File: src/rtl/dcache_setassoc_pkg.sv
// Shared types for the TL-stage data cache.
//   common              : machine-wide types (physical pointer, word, cache line,
//                         thread id) and the hardware thread count.
//   dcache_setassoc_pkg : line-level load/store helpers shared by the cache
//                         top and its sub-modules.
// No ports: packages only.

package common;
    localparam int n_threads = 4;

    typedef logic [19:0]  pptr_t;
    typedef logic [31:0]  word_t;
    typedef logic [127:0] cacheline_t;
    typedef logic [1:0]   threadid_t;
endpackage

package dcache_setassoc_pkg;
    import common::*;

    // Offset width implied by the cache-line type; LINE_BYTES must agree.
    localparam int LINE_OFF_W = $clog2($bits(cacheline_t) / 8);

    // Extract the addressed word, or the zero-extended addressed byte.
    function automatic word_t load_select(cacheline_t line,
                                          logic [LINE_OFF_W-1:0] off,
                                          logic isbyte);
        word_t w;
        w = line[{off[LINE_OFF_W-1:2], 5'b00000} +: 32];
        if (isbyte) begin
            w = {24'h000000, line[{off, 3'b000} +: 8]};
        end
        return w;
    endfunction

    // Merge a word or a single byte into a line; other bytes are preserved.
    function automatic cacheline_t store_merge(cacheline_t line,
                                               logic [LINE_OFF_W-1:0] off,
                                               logic isbyte,
                                               word_t d);
        cacheline_t l;
        l = line;
        if (isbyte) begin
            l[{off, 3'b000} +: 8] = d[7:0];
        end else begin
            l[{off[LINE_OFF_W-1:2], 5'b00000} +: 32] = d;
        end
        return l;
    endfunction
endpackage

File: src/rtl/dcache_setassoc_repl.sv
// dcache_repl: replacement state for one cache set.
// Build option: DCACHE_TRUE_LRU_EN selects true LRU ages; otherwise a
// round-robin pointer that advances on every fill into the set.
// Ports:
//   clk, rst   clock, asynchronous active-high reset (state cleared to 0)
//   touch      a way of this set was accessed (hit or fill) this cycle
//   fill       a line was installed into this set this cycle
//   touch_way  the way accessed / filled
//   victim     way to replace when no invalid way exists

module dcache_repl #(
    parameter int N_WAYS = 2,
    parameter int WAY_W  = 1
) (
    input  logic             clk,
    input  logic             rst,
    input  logic             touch,
    input  logic             fill,
    input  logic [WAY_W-1:0] touch_way,
    output logic [WAY_W-1:0] victim
);

`ifdef DCACHE_TRUE_LRU_EN
    localparam logic [WAY_W-1:0] MAX_AGE = WAY_W'(N_WAYS - 1);

    logic [WAY_W-1:0] age_q [N_WAYS];
    logic             unused_fill;

    assign unused_fill = fill;

    // Oldest way wins; ties resolve to the lowest-numbered way.
    always_comb begin
        logic [WAY_W-1:0] max_age;
        victim  = '0;
        max_age = age_q[0];
        for (int w = 1; w < N_WAYS; w++) begin
            if (age_q[w] > max_age) begin
                max_age = age_q[w];
                victim  = WAY_W'(w);
            end
        end
    end

    // Ways no older than the touched one age by one. Using <= rather than <
    // lets the all-zero reset state separate into distinct ages as ways are
    // touched; saturation keeps ages in range.
    always_ff @(posedge clk or posedge rst) begin
        if (rst) begin
            for (int w = 0; w < N_WAYS; w++) begin
                age_q[w] <= '0;
            end
        end else if (touch) begin
            for (int w = 0; w < N_WAYS; w++) begin
                if (WAY_W'(w) == touch_way) begin
                    age_q[w] <= '0;
                end else if (age_q[w] <= age_q[touch_way] && age_q[w] != MAX_AGE) begin
                    age_q[w] <= age_q[w] + 1'b1;
                end
            end
        end
    end
`else
    logic [WAY_W-1:0] ptr_q;
    logic             unused_touch;

    assign unused_touch = ^{touch, touch_way};
    assign victim       = ptr_q;

    always_ff @(posedge clk or posedge rst) begin
        if (rst) begin
            ptr_q <= '0;
        end else if (fill) begin
            ptr_q <= (ptr_q == WAY_W'(N_WAYS - 1)) ? '0 : ptr_q + 1'b1;
        end
    end
`endif

endmodule

File: src/rtl/dcache_setassoc.sv
// dcache_setassoc: N-way set-associative, write-back, write-allocate D-cache
// for the TL stage. Drop-in replacement for the direct-mapped cache.
// Build option: DCACHE_TRUE_LRU_EN (true LRU instead of round-robin victims).
// Ports:
//   clk, rst                 clock, asynchronous active-high reset
//   thread/paddr/isvalid/flag_*/dtlb_miss   lookup request (combinational)
//   miss, data               lookup result, same cycle
//   mem_req_ren/raddr        one-cycle line refill request
//   mem_req_wen/waddr/wcacheline  one-cycle dirty victim write-back
//   mem_rec_en/addr/cacheline     returned refill line
//   stalled                  per-thread stall bits for threads waiting on a refill
//   store_en/isbyte/addr/data     store-buffer drain
//   store_busy               drain not taken this cycle
// Drain handshake: a drain is taken in the cycle store_en=1 and store_busy=0;
// with store_busy=1 the store buffer holds the same entry and retries.

module dcache_setassoc
    import common::*;
    import dcache_setassoc_pkg::*;
#(
    parameter int N_WAYS     = 2,
    parameter int N_SETS     = 4,
    parameter int LINE_BYTES = 16,
    parameter int N_THREADS  = common::n_threads
) (
    input  logic                 clk,
    input  logic                 rst,
    input  threadid_t            thread,
    input  pptr_t                paddr,
    input  logic                 isvalid,
    input  logic                 flag_mem,
    input  logic                 flag_store,
    input  logic                 flag_isbyte,
    input  logic                 dtlb_miss,
    output logic                 miss,
    output word_t                data,
    output logic                 mem_req_ren,
    output pptr_t                mem_req_raddr,
    output logic                 mem_req_wen,
    output pptr_t                mem_req_waddr,
    output cacheline_t           mem_req_wcacheline,
    input  logic                 mem_rec_en,
    input  pptr_t                mem_rec_addr,
    input  cacheline_t           mem_rec_cacheline,
    output logic [N_THREADS-1:0] stalled,
    input  logic                 store_en,
    input  logic                 store_isbyte,
    input  pptr_t                store_addr,
    input  word_t                store_data,
    output logic                 store_busy
);

    localparam int PA_W  = $bits(pptr_t);
    localparam int OFF_W = $clog2(LINE_BYTES);
    localparam int IDX_W = $clog2(N_SETS);
    localparam int TAG_W = PA_W - OFF_W - IDX_W;
    localparam int WAY_W = (N_WAYS > 1) ? $clog2(N_WAYS) : 1;

    typedef logic [TAG_W-1:0]       tag_t;
    typedef logic [IDX_W-1:0]       index_t;
    typedef logic [OFF_W-1:0]       offset_t;
    typedef logic [WAY_W-1:0]       way_t;
    typedef logic [TAG_W+IDX_W-1:0] lineaddr_t;

    typedef enum logic [1:0] {IDLE, WB, REQ, WAIT} state_t;

    // Storage
    logic [N_WAYS-1:0] valid_q [N_SETS];
    logic [N_WAYS-1:0] dirty_q [N_SETS];
    tag_t              tag_q   [N_SETS][N_WAYS];
    cacheline_t        line_q  [N_SETS][N_WAYS];

    state_t    state_q, state_d;
    lineaddr_t lat_line;
    way_t      lat_way;
    threadid_t lat_thread;
    logic      lat_stall;
    index_t    lat_idx;

    // Address split
    tag_t    lk_tag, st_tag;
    index_t  lk_idx, st_idx;
    offset_t lk_off, st_off;

    assign lk_tag  = paddr[PA_W-1 -: TAG_W];
    assign lk_idx  = paddr[OFF_W +: IDX_W];
    assign lk_off  = paddr[OFF_W-1:0];
    assign st_tag  = store_addr[PA_W-1 -: TAG_W];
    assign st_idx  = store_addr[OFF_W +: IDX_W];
    assign st_off  = store_addr[OFF_W-1:0];
    assign lat_idx = lat_line[IDX_W-1:0];

    // Tag match for the lookup port and the drain port
    logic lk_hit, st_hit;
    way_t lk_way, st_way;

    always_comb begin
        lk_hit = 1'b0;
        lk_way = '0;
        st_hit = 1'b0;
        st_way = '0;
        for (int w = 0; w < N_WAYS; w++) begin
            if (valid_q[lk_idx][w] && tag_q[lk_idx][w] == lk_tag) begin
                lk_hit = 1'b1;
                lk_way = way_t'(w);
            end
            if (valid_q[st_idx][w] && tag_q[st_idx][w] == st_tag) begin
                st_hit = 1'b1;
                st_way = way_t'(w);
            end
        end
    end

    logic lk_active, lk_start, st_start, store_wr, fill_hit;

    assign lk_active = flag_mem & ~dtlb_miss;
    assign miss      = lk_active & (~lk_hit | (state_q != IDLE));
    assign data      = lk_hit ? load_select(line_q[lk_idx][lk_way], lk_off, flag_isbyte) : '0;

    // A lookup miss takes precedence over a drain miss in the same cycle;
    // the drain simply sees busy and retries.
    assign lk_start   = (state_q == IDLE) & lk_active & ~lk_hit;
    assign st_start   = (state_q == IDLE) & store_en & ~st_hit & ~lk_start;
    assign store_wr   = (state_q == IDLE) & store_en & st_hit;
    assign store_busy = store_en & ~store_wr;

    // Only the line bits of the returned address are compared.
    assign fill_hit = (state_q == WAIT) & mem_rec_en &
                      (mem_rec_addr[PA_W-1:OFF_W] == lat_line);

    // Victim selection for the set that is about to refill
    index_t    miss_idx;
    lineaddr_t miss_line;
    way_t      vic_way;
    logic      vic_dirty;
    way_t      repl_victim [N_SETS];

    always_comb begin
        miss_idx  = lk_start ? lk_idx : st_idx;
        miss_line = lk_start ? {lk_tag, lk_idx} : {st_tag, st_idx};
        vic_way   = repl_victim[miss_idx];
        // Descending scan so the lowest-numbered invalid way is the last one kept.
        for (int w = N_WAYS - 1; w >= 0; w--) begin
            if (!valid_q[miss_idx][w]) begin
                vic_way = way_t'(w);
            end
        end
        vic_dirty = valid_q[miss_idx][vic_way] & dirty_q[miss_idx][vic_way];
    end

    // FSM: state register
    always_ff @(posedge clk or posedge rst) begin
        if (rst) begin
            state_q <= IDLE;
        end else begin
            state_q <= state_d;
        end
    end

    // FSM: next state
    always_comb begin
        state_d = state_q;
        case (state_q)
            IDLE: if (lk_start || st_start) state_d = vic_dirty ? WB : REQ;
            WB:   state_d = REQ;
            REQ:  state_d = WAIT;
            WAIT: if (fill_hit) state_d = IDLE;
            default: state_d = IDLE;
        endcase
    end

    assign mem_req_wen        = (state_q == WB);
    assign mem_req_ren        = (state_q == REQ);
    assign mem_req_raddr      = {lat_line, {OFF_W{1'b0}}};
    assign mem_req_waddr      = {tag_q[lat_idx][lat_way], lat_idx, {OFF_W{1'b0}}};
    assign mem_req_wcacheline = line_q[lat_idx][lat_way];

    // Miss latch, stall bits, valid/dirty
    always_ff @(posedge clk or posedge rst) begin
        if (rst) begin
            lat_line   <= '0;
            lat_way    <= '0;
            lat_thread <= '0;
            lat_stall  <= 1'b0;
            stalled    <= '0;
            for (int s = 0; s < N_SETS; s++) begin
                valid_q[s] <= '0;
                dirty_q[s] <= '0;
            end
        end else begin
            if (lk_start || st_start) begin
                lat_line   <= miss_line;
                lat_way    <= vic_way;
                lat_thread <= lk_start ? thread : '0;
                lat_stall  <= lk_start;
                if (lk_start) begin
                    stalled[thread] <= 1'b1;
                end
            end
            if (fill_hit) begin
                valid_q[lat_idx][lat_way] <= 1'b1;
                dirty_q[lat_idx][lat_way] <= 1'b0;
                if (lat_stall) begin
                    stalled[lat_thread] <= 1'b0;
                end
            end
            if (store_wr) begin
                dirty_q[st_idx][st_way] <= 1'b1;
            end
        end
    end

    // Tag and data arrays: no reset, qualified by valid.
    always_ff @(posedge clk) begin
        if (fill_hit) begin
            tag_q[lat_idx][lat_way]  <= lat_line[TAG_W+IDX_W-1:IDX_W];
            line_q[lat_idx][lat_way] <= mem_rec_cacheline;
        end
        if (store_wr) begin
            line_q[st_idx][st_way] <= store_merge(line_q[st_idx][st_way], st_off,
                                                  store_isbyte, store_data);
        end
    end

    // Replacement: a fill wins over a same-cycle lookup hit for the touch port.
    logic [N_SETS-1:0] repl_touch, repl_fill;
    way_t              repl_way;
    logic              lk_touch;

    assign lk_touch = lk_active & lk_hit & (state_q == IDLE);
    assign repl_way = fill_hit ? lat_way : lk_way;

    always_comb begin
        for (int s = 0; s < N_SETS; s++) begin
            repl_fill[s]  = fill_hit & (lat_idx == index_t'(s));
            repl_touch[s] = fill_hit ? (lat_idx == index_t'(s))
                                     : (lk_touch & (lk_idx == index_t'(s)));
        end
    end

    for (genvar s = 0; s < N_SETS; s++) begin : g_repl
        dcache_repl #(
            .N_WAYS(N_WAYS),
            .WAY_W (WAY_W)
        ) u_repl (
            .clk      (clk),
            .rst      (rst),
            .touch    (repl_touch[s]),
            .fill     (repl_fill[s]),
            .touch_way(repl_way),
            .victim   (repl_victim[s])
        );
    end

    // Lookups are probe-only for stores; returned-line offset bits are don't-care.
    logic unused_bits;
    assign unused_bits = ^{mem_rec_addr[OFF_W-1:0], flag_store, isvalid};

endmodule

File: config.mk
export PLATFORM = sky130hd
export DESIGN_NAME = dcache_setassoc
export DESIGN_NICKNAME = d
export VERILOG_FILES = /design/src/rtl/dcache_setassoc_pkg.sv /design/src/rtl/dcache_setassoc_repl.sv /design/src/rtl/dcache_setassoc.sv
export SDC_FILE = /design/constraint.sdc
export NUM_CORES = 2
export LEC_CHECK = 0
export ABC_CLOCK_PERIOD_IN_PS = 8900
export CORE_MARGIN = 10
export CORE_UTILIZATION = 55
export DETAILED_ROUTE_END_ITERATION = 6
export PLACE_DENSITY = 0.77
export SLEW_MARGIN = 20
export SYNTH_ARGS = -nofsm -noshare
export SYNTH_HDL_FRONTEND = slang
export SYNTH_HIERARCHICAL = 1
export SYNTH_SLANG_ARGS = --single-unit
File: constraint.sdc
create_clock -name clk -period 8.9 [get_ports clk]
set_input_delay 2.67 -clock clk [delete_from_list [all_inputs] [get_ports clk]]
set_output_delay 2.67 -clock clk [all_outputs]
set_load 0.1 [all_outputs]
Word-level counts from Yosys, hierarchy flattened. Memories as Yosys holds them, arrays and structs flattened. Index checks and enable logic that the tools add are counted.

Register bits: 46. RAM bits: 1136. Bits of input ports: 232. Output and inout bits: 208. Word-level logic and storage cells: 207. Memories kept: 2.

$add $sub $neg: 6. $lt $le $gt $ge: 20. Equal/unequal tests: 13. Shift operators: 6. Multiplexer cells: 88. Bitwise gates (word level): 36. Reduce and logical (&&, ||, !) cells: 18.

Memory list: line_q (depth 4, bits a word 256, rd ports 3, clocked after Yosys merged registers in 0, wr ports 1, RTL line dcache_setassoc.sv:71) `cacheline_t line_q [N_SETS][N_WAYS];`; tag_q (depth 4, bits a word 28, rd ports 3, clocked after Yosys merged registers in 0, wr ports 1, RTL line dcache_setassoc.sv:70) `tag_t tag_q [N_SETS][N_WAYS];`.

Operators with widths (count): $mux W128 (13); $mux W256 (4); $bwmux W128 (2); $demux W128 S1 (2); $reduce_or A256 Y1 (1); $shift A32 B9 Y128 const A (1); $shift A8 B9 Y128 const A (1); $shiftx A128 B8 Y32 (1); $shiftx A128 B8 Y8 (1); $shiftx A32 B9 Y128 (1); $shiftx A8 B9 Y128 (1); $mux W32 (2); $eq A14 B14 Y1 (4); $mux W14 (4); $mux W2 (16); $mux W28 (1); $mux W1 (24); $neg A7 Y9 (2); $and A1 B1 Y1 (16); $bmux W2 S2 (4); $eq A16 B16 Y1 (1); $mux W16 (1); $mux W4 (4); $mux W8 (2); 33 further kinds (78).

Longest topological paths before layout.
Depth in word-level cells: 22. Depth in mapped cells: 16. Mapped depth without buffers: 11.

Modules after synthesis. The synthesis kept the hierarchy.

By module, submodules not included: dcache_setassoc (times used 1, cells each 4647, area each 69783.2 µm², seq. area each 35163.7 µm²); dcache_repl (times used 4, cells each 3, area each 37.5 µm², seq. area each 25.0 µm²).

Worst setup path after synthesis. OpenSTA, ideal clock, no wires.

Path kind: input to register. Start: in store_addr[4]. End: mem line_q[1][128] in the netlist's numbering, enable pin. Library setup time: 617 ps. Data arrival time: 10816 ps. Data required time: 8283 ps. Path slack: -2533 ps. Stages: 13. Buffers on the path: 5. Cells stage by stage: buf_2 -> buf_2 -> buf_2 -> mux4_2 -> xor2_1 -> nor4_1 -> a21oi_1 -> nand3b_1 -> clkbuf_1 -> clkbuf_1 -> a21oi_1 -> a31oi_1 -> nor2_1.

Longest elaborated chain between the ends: 14. Elaborated cells on any way between the ends: 24. Classes of those cells: order compare: 2; eq/ne: 2; mux: 12; bitwise: 3; reduce/logical: 4; memory: 1.

Ends and longest elaborated chain: start: declaration (RTL line dcache_setassoc.sv:48) `input pptr_t store_addr,`; branches (longest 14 deep; another with $mem_v2 Z4 W28); end: declaration (RTL line dcache_setassoc.sv:71).

Several ways; the timed one is not identified. The select of a mux whose other input is x is not followed.

Worst setup path in the final report.
Start: in paddr[4]. End: out data[6].

Longest elaborated chain between the ends: 13. Elaborated cells on any way between the ends: 21. Classes of those cells: eq/ne: 2; shift: 2; mux: 11; bitwise: 2; reduce/logical: 2; memory: 2.

Ends and longest elaborated chain: start: declaration (RTL line dcache_setassoc.sv:29) `input pptr_t paddr,`; branches (longest 12 deep; another with $mem_v2 Z4 W28); $mux W32 (*) (RTL line dcache_setassoc.sv:118) `assign data = lk_hit ? load_select(line_q[lk_idx][lk_way], lk_off, flag_isbyte) : '0;`; end: declaration (RTL line dcache_setassoc.sv:36) `output word_t data,`.

Mark *: on every way between the ends. The select of a mux whose other input is x is not followed.

==> out/qor.yml <==
antenna_found_initial: 24
synth_area_mm2: 0.06988
grt_use_total_pct: 34.96
drive_gt1_share_pct: 31.90
cp.arrival_ps: 6640
boundaryPins: 440
vias: 50350
tightest_slew_ps: 1285
final_cell_mix: "edfxtp_1, mux4_2, nand2_1"
timing.final.crit_share_pct: 104.6
cts-root-buf: "clkbuf_16"
setup_tns_ps: -5259
path_delay_family: "simple AND/OR/NAND/NOR gates"
die_x_um: 376.4
max-cap-violations: 0
post-route-util_pct: 66.34
dp_cells: 6591
hold-worst-slack_ps: 484.5
initial_utilization_pct: 55.51
worst_hold_path.num_cells: 1
cp.required_ps: 6230
viasPerCell: 7.313
avgSynthCellArea_um2: 15.03
drt_iter0_markers: 7757
syn_inst: 4650
setup_viol: 28
r2r_slack_ps: 3480
rsz0062_at_grt: "yes"
period_minus_slack_ps: 9308
timing.critical_path.cells: "buf_12, mux4_2, xor2_2, or4_4, or3_4, buf_12, buf_16, mux2i_2, mux2i_1, buf_4, a211oi_2, or3_4, o221ai_4, buf_12"
syn_to_final_growth_pct: 19.51
final_common_cell: "edfxtp_1"
critPathKind: "input port to primary output"
wire_per_inst_um: 36.65
yosysWarnings: 6
critPathBufInv: 5
finClkSkew_ps: 39.80
grt_remaining_overflow: 0
p_switching_w: 0.008201
p_int_w: 0.01175
grt_max_degree: 139
place_ws_ps: -610.5
hold_viol_final: 0
coreArea_mm2: 0.1259
n_fill_cell: 8485
cts_tree: "yes"
cts_inserted_buffers: 131
startpoint_type: "input port"
r2r_start: "tag_q[2][5]"
peakVddDrop_mv: 0.2935
clkLatencyLatePin_ps: 790
drt-total-wl_um: 252300
p_comb_share_pct: 41.1
total_leakage_power_nw: 28.17
fin_ws_ps: -408.2
critPathMaxFanout: 6
dieArea_mm2: 0.1417
fmax_mhz: 107.4
violations: "setup timing"
nets: 5361
ant_nets: 0
cpPeakStageDelay_ps: 560
max-slew-margin-rel_pct: 14.17
p_sw_share_pct: 41.11
cpMaxStageDelayCell: "or4_4"
min-delay-start: "g_repl[1].u_repl/victim"
hold_end: "g_repl[1].u_repl/victim"
firstDrtPassIters: 6
io_buffers: 425
crit_top_cell: "buf_12"
min-delay-path-class: "register to register"
end_kind: "primary output"
h-tree-depth: 4
grt_pass1_vias: 49210
fp.dieH_um: 376.4
reg2regPathDepth: 10
p_seq_share_pct: 32.5
status: "complete, but fails checks"
cts_buffer_depth: 3
clkSlewWorstSetupHoldPaths_ps: 50
fp-row-count: 130
clkPwrFrac_pct: 26.4
drv_slew: 0
grt_pass1_wl_um: 356000
drc: 0
power.density_mw_per_mm2: 238.9
rr_endpoint: "line_q[1][126]"
fin_cells: 6885
gp_congestion: 1.011
clock-sinks: 1182
place_hpwl_um: 162100
==> metrics by stage <==
| step | total power, W | cell area (µm²) |
|---|---|---|
| 6_report | 0.01995 | 83520 |
| 2_1_floorplan | 0.01229 | 70120 |
| 4_1_cts | 0.01989 | 82880 |
| 3_3_place_gp | 0.01462 | 77680 |
| 3_5_place_dp | 0.01466 | 77680 |
| 5_1_grt | 0.02045 | 83480 |
==> worst max path at each step <==
stage / start / to / cells after the start
final: paddr[4] / data[6] / 14
after global routing: paddr[4] / data[0] / 15
after CTS: paddr[4] / data[7] / 14
after detailed placement: paddr[16] / data[5] / 15
after global placement: paddr[16] / data[6] / 15
after floorplan: store_addr[4] / line_q[0][128] / 13
==> power groups by stage <==
stage | combinational (W) | clock, W | sequential, W
floorplan | 0.00553 | 0 | 0.00676
global placement | 0.00803 | 0 | 0.00658
detailed placement | 0.00807 | 0 | 0.00659
CTS | 0.00814 | 0.00528 | 0.00648
global route | 0.00844 | 0.00552 | 0.00649
finish | 0.00820 | 0.00527 | 0.00648
==> registers in the layout, indices dropped and copies added, names as in the netlist <==
signal                flops
lat_way                   1
tag_q                   112
lat_thread                2
lat_stall                 1
lat_line                 16
stalled                   4
g_repl.u_repl/victim      4
line_q                 1024
valid_q                   8
dirty_q                   8
state_q                   2
==> worst reg2reg max path, stage by stage (launching register included) <==
cell and delay [ps]:
edfxtp_1 400, mux4_2 520, xnor2_1 510, and4_1 310, and4_4 220, buf_4 760, buf_12 600, mux2i_1 600
o21ai_0 170, o21ai_0 540, o21ai_0 430
==> repair_timing <==
| action | CTS | global route |
|---|---|---|
| endpoints found under the hold margin | 0 | 0 |
| endpoints found under the setup margin | 32 | 32 |
| pin swaps | 27 | 37 |
| resized for setup | 185 | 95 |
| cloned | 5 | 1 |
| hold buffers | 0 | 0 |
| buffers inserted | 22 | 25 |
==> layout make-up <==
type,count,area (µm²),area share (%)
Antenna cell,15,37.54,0.04495
Clock buffer,170,3520,4.214
Clock inverter,66,559.3,0.6697
Inverter,51,196.4,0.2352
Multi-Input combinational cell,3012,33910,40.60
Sequential cell,1182,35280,42.24
Tap cell,1650,2064,2.472
Timing Repair Buffer,739,7958,9.528
==> layer usage <==
layer	vias up	track usage (%)	wire length, µm
met1	25420	44.26	81350
li1	19860	-	-
met4	18	19.31	16880
met3	727	13.25	41070
met2	4326	51.98	112900
met5	-	0	128
Power figures use the tool's default switching activity.
